`config.mk`:
```
export PLATFORM = sky130hd
export DESIGN_NAME = word_packer
export DESIGN_NICKNAME = d
export VERILOG_FILES = /design/src/rtl/tokenizer_pkg.sv /design/src/rtl/word_packer.sv
export SDC_FILE = /design/constraint.sdc
export NUM_CORES = 1
export LEC_CHECK = 0
export ABC_AREA = 1
export CAP_MARGIN = 0
export CORE_AREA = 2 2 63 65
export DETAILED_ROUTE_END_ITERATION = 7
export DIE_AREA = 0 0 65 67
export PLACE_DENSITY_LB_ADDON = 0.25
export REMOVE_ABC_BUFFERS = 1
export SLEW_MARGIN = 20
export SYNTH_ARGS = -nofsm -noshare
export SYNTH_HDL_FRONTEND = slang
export SYNTH_SLANG_ARGS = --single-unit
```
`constraint.sdc`:
```
create_clock -name clk -period 1.5 [get_ports clk]
set_input_delay 0.3 -clock clk [delete_from_list [all_inputs] [get_ports clk]]
set_output_delay 0.3 -clock clk [all_outputs]
set_load 0.01 [all_outputs]
```
`src/rtl/tokenizer_pkg.sv`:
```
// Shared tokenizer definitions: default geometry, delimiter and packer states.
// The vocabulary matcher imports the same package so both ends agree on
// WORD_LENGTH / DATA_WIDTH without duplicating constants.
package tokenizer_pkg;

    localparam int unsigned WORD_LENGTH_DEF = 32'd3;
    localparam int unsigned DATA_WIDTH_DEF  = 32'd8;
    localparam logic [7:0]  DELIM_DEF       = 8'h20;

    typedef enum logic [0:0] {
        FILL = 1'b0,
        HOLD = 1'b1
    } packer_state_t;

    // Width of a counter that must represent 0..wl inclusive.
    function automatic int unsigned len_w(input int unsigned wl);
        return $clog2(wl + 32'd1);
    endfunction

endpackage

```
`src/rtl/word_packer.sv`:
```
// Byte-stream tokenizer front end: splits on DELIM, packs each token
// MSB-first into a zero-padded word and holds it for the matcher until
// it is accepted. Characters beyond WORD_LENGTH are dropped and flagged.
module word_packer
    import tokenizer_pkg::*;
#(
    parameter int unsigned           WORD_LENGTH = WORD_LENGTH_DEF,
    parameter int unsigned           DATA_WIDTH  = DATA_WIDTH_DEF,
    parameter logic [DATA_WIDTH-1:0] DELIM       = DATA_WIDTH'(DELIM_DEF)
) (
    input  logic                                 clk,
    input  logic                                 rst_n,
    input  logic                                 in_valid,
    input  logic [DATA_WIDTH-1:0]                in_data,
    input  logic                                 in_last,
    output logic                                 in_ready,
    output logic [WORD_LENGTH*DATA_WIDTH-1:0]    word,
    output logic [$clog2(WORD_LENGTH+1)-1:0]     word_len,
    output logic                                 word_trunc,
    output logic                                 word_last,
    output logic                                 word_valid,
    input  logic                                 word_ready
);

    localparam int unsigned      LEN_W   = len_w(WORD_LENGTH);
    localparam int unsigned      WORD_W  = WORD_LENGTH * DATA_WIDTH;
    localparam logic [LEN_W-1:0] LEN_MAX = LEN_W'(WORD_LENGTH);
    localparam logic [LEN_W-1:0] LEN_ONE = LEN_W'(1);
    localparam logic [LEN_W-1:0] LEN_ZERO = LEN_W'(0);

    packer_state_t     state_q, state_d;
    logic [LEN_W-1:0]  count_q, count_d;
    logic [WORD_W-1:0] word_q, word_d;
    logic              trunc_q, trunc_d;
    logic              last_q, last_d;
    logic              in_ready_q, in_ready_d;
    logic              word_valid_q, word_valid_d;

    logic              accept_s;
    logic              is_delim_s;

    // Byte handshake and delimiter decode.
    always_comb begin
        accept_s   = in_valid && in_ready_q;
        is_delim_s = (in_data == DELIM);
    end

    // Next-state, slot write, saturating counter and output-flag computation.
    always_comb begin
        state_d = state_q;
        count_d = count_q;
        word_d  = word_q;
        trunc_d = trunc_q;
        last_d  = last_q;

        case (state_q)
            FILL: begin
                if (accept_s) begin
                    if (!is_delim_s) begin
                        if (count_q < LEN_MAX) begin
                            // Slot i lives at the top of the word for i = 0.
                            for (int i = 0; i < int'(WORD_LENGTH); i++) begin
                                word_d[(int'(WORD_LENGTH) - 1 - i) * int'(DATA_WIDTH) +: DATA_WIDTH] =
                                    (count_q == LEN_W'(i)) ? in_data
                                    : word_q[(int'(WORD_LENGTH) - 1 - i) * int'(DATA_WIDTH) +: DATA_WIDTH];
                            end
                            count_d = count_q + LEN_ONE;
                        end else begin
                            trunc_d = 1'b1;
                        end
                    end else begin
                        count_d = count_q;
                    end

                    // Termination uses the count after this byte is applied.
                    if (in_last) begin
                        if (count_d != LEN_ZERO) begin
                            state_d = HOLD;
                            last_d  = 1'b1;
                        end else begin
                            // Stream ended with nothing pending: wipe and stay.
                            state_d = FILL;
                            count_d = LEN_ZERO;
                            word_d  = {WORD_W{1'b0}};
                            trunc_d = 1'b0;
                            last_d  = 1'b0;
                        end
                    end else if (is_delim_s && (count_q != LEN_ZERO)) begin
                        state_d = HOLD;
                    end else begin
                        state_d = FILL;
                    end
                end else begin
                    state_d = FILL;
                end
            end

            HOLD: begin
                if (word_ready) begin
                    state_d = FILL;
                    count_d = LEN_ZERO;
                    word_d  = {WORD_W{1'b0}};
                    trunc_d = 1'b0;
                    last_d  = 1'b0;
                end else begin
                    state_d = HOLD;
                end
            end

            default: begin
                // Corrupted state encoding: recover to an empty FILL.
                state_d = FILL;
                count_d = LEN_ZERO;
                word_d  = {WORD_W{1'b0}};
                trunc_d = 1'b0;
                last_d  = 1'b0;
            end
        endcase

        in_ready_d   = (state_d == FILL);
        word_valid_d = (state_d == HOLD);
    end

    // State and output registers; everything clears asynchronously on reset.
    always_ff @(posedge clk or negedge rst_n) begin
        if (!rst_n) begin
            state_q      <= FILL;
            count_q      <= LEN_ZERO;
            word_q       <= {WORD_W{1'b0}};
            trunc_q      <= 1'b0;
            last_q       <= 1'b0;
            in_ready_q   <= 1'b0;
            word_valid_q <= 1'b0;
        end else begin
            state_q      <= state_d;
            count_q      <= count_d;
            word_q       <= word_d;
            trunc_q      <= trunc_d;
            last_q       <= last_d;
            in_ready_q   <= in_ready_d;
            word_valid_q <= word_valid_d;
        end
    end

    assign in_ready   = in_ready_q;
    assign word       = word_q;
    assign word_len   = count_q;
    assign word_trunc = trunc_q;
    assign word_last  = last_q;
    assign word_valid = word_valid_q;

endmodule
```
== After elaboration in Yosys (flattened, before gate mapping) ==
Cells that the tools add are included.

* Flip-flop bits (word level): 30
* Latch bits: 0
* Bits in writable memories: 0
* Bits in read-only memories: 0
* Input bits: 13
* Output and inout port bits: 30
* Logic and storage cells: 58
* Memories: 0

* $add $sub $neg: 1
* Multiply operators: 0
* Divide/modulo/power cells: 0
* Order comparisons: 1
* Equal/unequal tests: 6
* Shifts and indexed selects: 0
* Multiplexer cells: 35
* Bitwise gates (word level): 2
* Reduce and logical (&&, ||, !) cells: 7

{| class="wikitable"
|+ Operator list
! cell !! count
|-
| 2-to-1 mux 24 bit || 6
|-
| one-hot mux 24 bit (2 select lines) || 1
|-
| 2-to-1 mux 8 bit || 3
|-
| 2-to-1 mux 2 bit || 8
|-
| 2-to-1 mux 1 bit || 13
|-
| == test 8 x 6 -> 1 bit, second input constant || 1
|-
| != test 2 bit, second input constant || 3
|-
| one-hot mux 1 bit (2 select lines) || 3
|-
| one-hot mux 2 bit (2 select lines) || 1
|-
| nonzero test 2 bit || 2
|-
| AND reduction 3 bit || 1
|-
| adder 2 x 1 -> 2 bit, second input constant || 1
|-
| == test 2 x 1 -> 1 bit, second input constant || 1
|-
| == test 2 bit, second input constant || 1
|-
| logical AND 1 bit || 2
|-
| zero test 2 bit || 1
|-
| less-than comparator 2 bit, second input constant || 1
|-
| inverter 1 bit || 2
|-
| AND reduction 2 bit || 1
|}

== Depth between registers and ports, before layout ==
* Depth in word-level cells: 11
* Mapped depth: 10

== Least setup slack after synthesis ==
No wires, ideal clock.

* Path type: reg2reg
* Start: reg count_q[0] (netlist: word_len[0])
* End: reg count_q[0] (netlist: word_len[0])
* Setup time: 0.130 ns
* Data arrival time: 1.097 ns
* Data required time: 1.370 ns
* Slack: 0.273 ns
* Cell stages (with the launch flop): 6
* Path buffers: 0
* Clock period less this slack: 1.227 ns
* Cells stage by stage: dfrtp_1 > inv_1 > nor2_2 > nand2_2 > o211ai_1 > o21ai_0

* Cells in the longest elaborated chain, start to end: 10
* Elaborated cells on any way between the ends: 11
* Classes of those cells: 1 x add/sub; 1 x order compare; 8 x mux; 1 x reduce/logical

{| class="wikitable"
|+ RTL lines
! what !! line !! source
|-
| from (decl) || word_packer.sv:32 || <nowiki>logic [LEN_W-1:0] count_q, count_d;</nowiki>
|-
| from (signal assigned) || word_packer.sv:136 || <nowiki>count_q <= count_d;</nowiki>
|-
| adder 2 x 1 -> 2 bit or less-than comparator 2 bit (tied branches) || word_packer.sv:67, word_packer.sv:60 ||
|-
| 2-to-1 mux 2 bit || word_packer.sv:60 || <nowiki>if (count_q < LEN_MAX) begin</nowiki>
|-
| 2-to-1 mux 2 bit * || word_packer.sv:59 || <nowiki>if (!is_delim_s) begin</nowiki>
|-
| 2-to-1 mux 2 bit * || word_packer.sv:58 || <nowiki>if (accept_s) begin</nowiki>
|-
| 2-to-1 mux 2 bit * || word_packer.sv:56 || <nowiki>case (state_q)</nowiki>
|-
| nonzero test 2 bit || word_packer.sv:77 || <nowiki>if (count_d != LEN_ZERO) begin</nowiki>
|-
| 2-to-1 mux 2 bit || word_packer.sv:77 ||
|-
| 2-to-1 mux 2 bit * || word_packer.sv:76 || <nowiki>if (in_last) begin</nowiki>
|-
| 2-to-1 mux 2 bit * || word_packer.sv:58 ||
|-
| one-hot mux 2 bit (2 select lines) * || word_packer.sv:56 ||
|}

Every way passes the cells marked *; elsewhere a longest branch is shown, timed or not. The select of a mux whose other input is x is not followed.
A chain may end at the register's enable or synchronous reset.

== Worst setup path in the final report ==
* Start: reg last_q (netlist: word_last)
* End: out word_last

{| class="wikitable"
|+ RTL lines
! what !! line !! source
|-
| from (decl) || word_packer.sv:35 || <nowiki>logic last_q, last_d;</nowiki>
|-
| from (signal assigned) || word_packer.sv:139 || <nowiki>last_q <= last_d;</nowiki>
|-
| to (decl) || word_packer.sv:20 || <nowiki>output logic word_last,</nowiki>
|}

No word-level cell between the ends.

==> results by group <==
Synthesis
  • Synth unique cells: 22
  • YS warnings: 0
  • Post-Synthesis Cells: 229
  • FF+latch count, synth: 30
  • Cell area after synthesis: 1680 sq um
  • Register area share after synthesis: 0.446
  • Avg Cell Area, Syn: 7.35 sq um

Worst setup path
  • WS Path Type: reg2out
  • CP Launch Point: word_last
  • Worst path depth: 1
  • Crit-path leading delay family: buffers and inverters
  • Reg-to-reg critical path startpoint: word_len[1]
  • Worst-case reg-to-reg path depth: 6
  • CP Data Arrival Time: 1.16 ns
  • Worst Setup EP: word_last
  • Data required, critical path: 1.20 ns
  • CP max-delay cell: clkdlybuf4s50_1
  • Max incr delay on CP: 0.53 ns
  • Nature of the critical path endpoint: output port
  • R2R Setup Slk: 0.18 ns
  • Critical R2R Capture: word[8]
  • CP Cell Sequence: clkdlybuf4s50_1
  • Critical path fanouts, max: 2
  • Startpoint types: flip-flop
  • WP buf/inv: 1

CTS
  • CTS root buf: clkbuf_8
  • Clock latency on the worst-skew pair: 0.28 ns
  • CTS clk-pin slew, worst paths: 0.06 ns
  • CTS H-tree lvls: 2
  • CTS buffer count: 5
  • Clock net sink count: 30
  • Cts-stage hold buffer count: 0
  • CTS tree: yes
  • Clock Path Buffers: 2

Pwr
  • Pwr dens: 1760 nW/um^2
  • Max VDD drop: 0.00104 V
  • Final total power: 4.24 mW
  • Lkg Pwr: 1.46 nW

Route
  • Routed Antenna Nets: 0
  • Via count: 1,679
  • Router iterations before antenna repair: 4
  • DR WL/cell: 12.9 microns
  • 1st-iter DRT viols: 116
  • Residual DRC: 0
  • Overall routed net length: 4.39 mm
  • Detail-routed via count per cell: 4.94

Timing
  • Final Hold Fails: 0
  • RSZ-0062 raised after global routing: yes
  • Max-Slew Margin vs Limit: 0.741
  • Tcrit/Tclk final: 0.976
  • Clock skew: 0.00474 ns
  • Fmax achieved: 683 MHz
  • Worst-Margin Slew: 0.389 ns
  • Setup Viol. Count Final: 0
  • Minimum clock period: 1.46 ns
  • Slew Viols, Final: 0
  • Fin Setup TNS: 0 ns

Floorplan
  • I/O pin count: 43
  • Die width: 65 microns
  • Starting density of the core: 0.467
  • Num rows: 22
  • Die ar.: 4360 sq um
  • CORE AREA: 3610 sq um
  • Die H: 67 microns

Job
  • Max-Cap Viols: 0

Finish
  • Finished Core Util: 0.668
  • Fin cells: 340
  • ANT cells: 0
  • Register area: 753 sq um
  • Share of cells above drive strength 1: 0.158
  • Area grow syn2layout: 42.9%
  • # fillers: 302
  • Multi-input gate area: 744 sq um
  • Net count, final: 306

Placed design
  • IO buf count: 42
  • DP HPWL: 3.15 mm
  • Gpl congestion: 0.876
  • Placed insts: 331

Status
  • Outcome: finished clean

Hold path
  • Tightest Hold Check Type: in2async

Global routing
  • Largest net degree at the start of global routing: 31
  • Number of global-route vias before repair: 1,589
  • First-pass GRT wire length: 7.29 mm
  • Total track usage: 0.224
  • Number of antenna violations at the first check in global routing: 0
  • Grt total ovfl: 0
-- area by class of cell --
| type | instances | area share |
|---|---|---|
| tap | 48 | 0.0249 |
| inverter | 34 | 0.0561 |
| multi-input combinational | 156 | 0.309 |
| sequential | 30 | 0.313 |
| clock buffer | 6 | 0.0343 |
| timing repair buffer | 66 | 0.262 |
-- layer usage --
layer,part of all wire,global-route usage,up-vias
li1,-,-,851
met1,0.46,0.278,784
met2,0.49,0.384,39
met3,0.042,0.0625,5
met4,0.0096,0.0559,0
met5,0,0,-
-- repair_timing --
| action | in CTS | in global routing |
|---|---|---|
| pin swaps | 0 | 3 |
| buffers inserted | 0 | 3 |
| gates cloned | 0 | 0 |
| hold endpoints to repair | 0 | 0 |
| gates resized for setup | 18 | 23 |
| setup endpoints to repair | 16 | 32 |
-- synthesized netlist by cell type --
master / instances / area share
a21oi_1: 3 / 0.0089
a31oi_1: 1 / 0.0037
buf_2: 4 / 0.012
buf_4: 3 / 0.013
buf_6: 2 / 0.013
dfrtp_1: 30 / 0.45
inv_1: 31 / 0.069
inv_2: 2 / 0.0045
inv_4: 1 / 0.0037
nand2_1: 76 / 0.17
nand2_2: 3 / 0.011
nand2_4: 1 / 0.0067
nand3_1: 35 / 0.10
nand3_2: 1 / 0.0059
nand4_1: 7 / 0.026
nor2_1: 4 / 0.0089
nor2_2: 3 / 0.011
nor2_4: 1 / 0.0067
o211ai_1: 1 / 0.0045
o21ai_0: 9 / 0.027
o21ai_1: 3 / 0.0089
o21bai_1: 8 / 0.036
-- placed cells by master (no fill, tap or decap), types with 4 or more instances in the layout --
master	count
nand2_1	76
nand3_1	35
inv_1	31
dfrtp_1	28
buf_4	22
dlygate4sd2_1	16
dlymetal6s2s_1	14
clkdlybuf4s50_1	12
o21bai_1	8
nand4_1	7
o21ai_1	6
clkbuf_8	6
o21ai_0	5
nor2_2	4
-- sequential cells by signal, indices dropped and copies added (netlist names) --
register / count
word_trunc: 1
word_len: 2
word: 24
word_last: 1
in_ready: 1
word_valid: 1
-- how the worst min path moves through the flow --
stage,startpoint,to,slack [ns],cells after the start
after global routing,rst_n,word_valid,0.45,2
final,rst_n,in_ready,0.40,2
after global placement,word[7],word[7],0.49,2
after detailed placement,word[21],word[21],0.49,2
after floorplan,rst_n,in_ready,0.004,0
after CTS,rst_n,in_ready,0.42,2
-- logic make-up (layout without fill, tap and decap cells) --
logic type,Yosys count,in the layout,synth area share
AND/OR/NAND/NOR,131,131,0.350
buffers and inverters,43,106,0.116
flip-flops,30,30,0.446
AO/OA/AOI/OAI,25,25,0.0884
-- power breakdown --
| group | leakage, nW | internal (mW) | switching, mW |
|---|---|---|---|
| logic | 1.03 | 1.02 | 1.15 |
| clock network | 0.0431 | 0.353 | 0.292 |
| registers | 0.380 | 1.15 | 0.270 |
| total | 1.46 | 2.53 | 1.71 |
-- metrics by stage --
step	instance area [sq um]	hold WS, ns	setup slack, ns
floorplan	1620	0.00441	0.0713
global placement	2270	0.489	-0.196
detailed placement	2270	0.495	-0.215
CTS	2330	0.423	0.000690
global route	2410	0.451	-0.00563
finish	2410	0.397	0.0360
(Power assumes the default switching activity.)
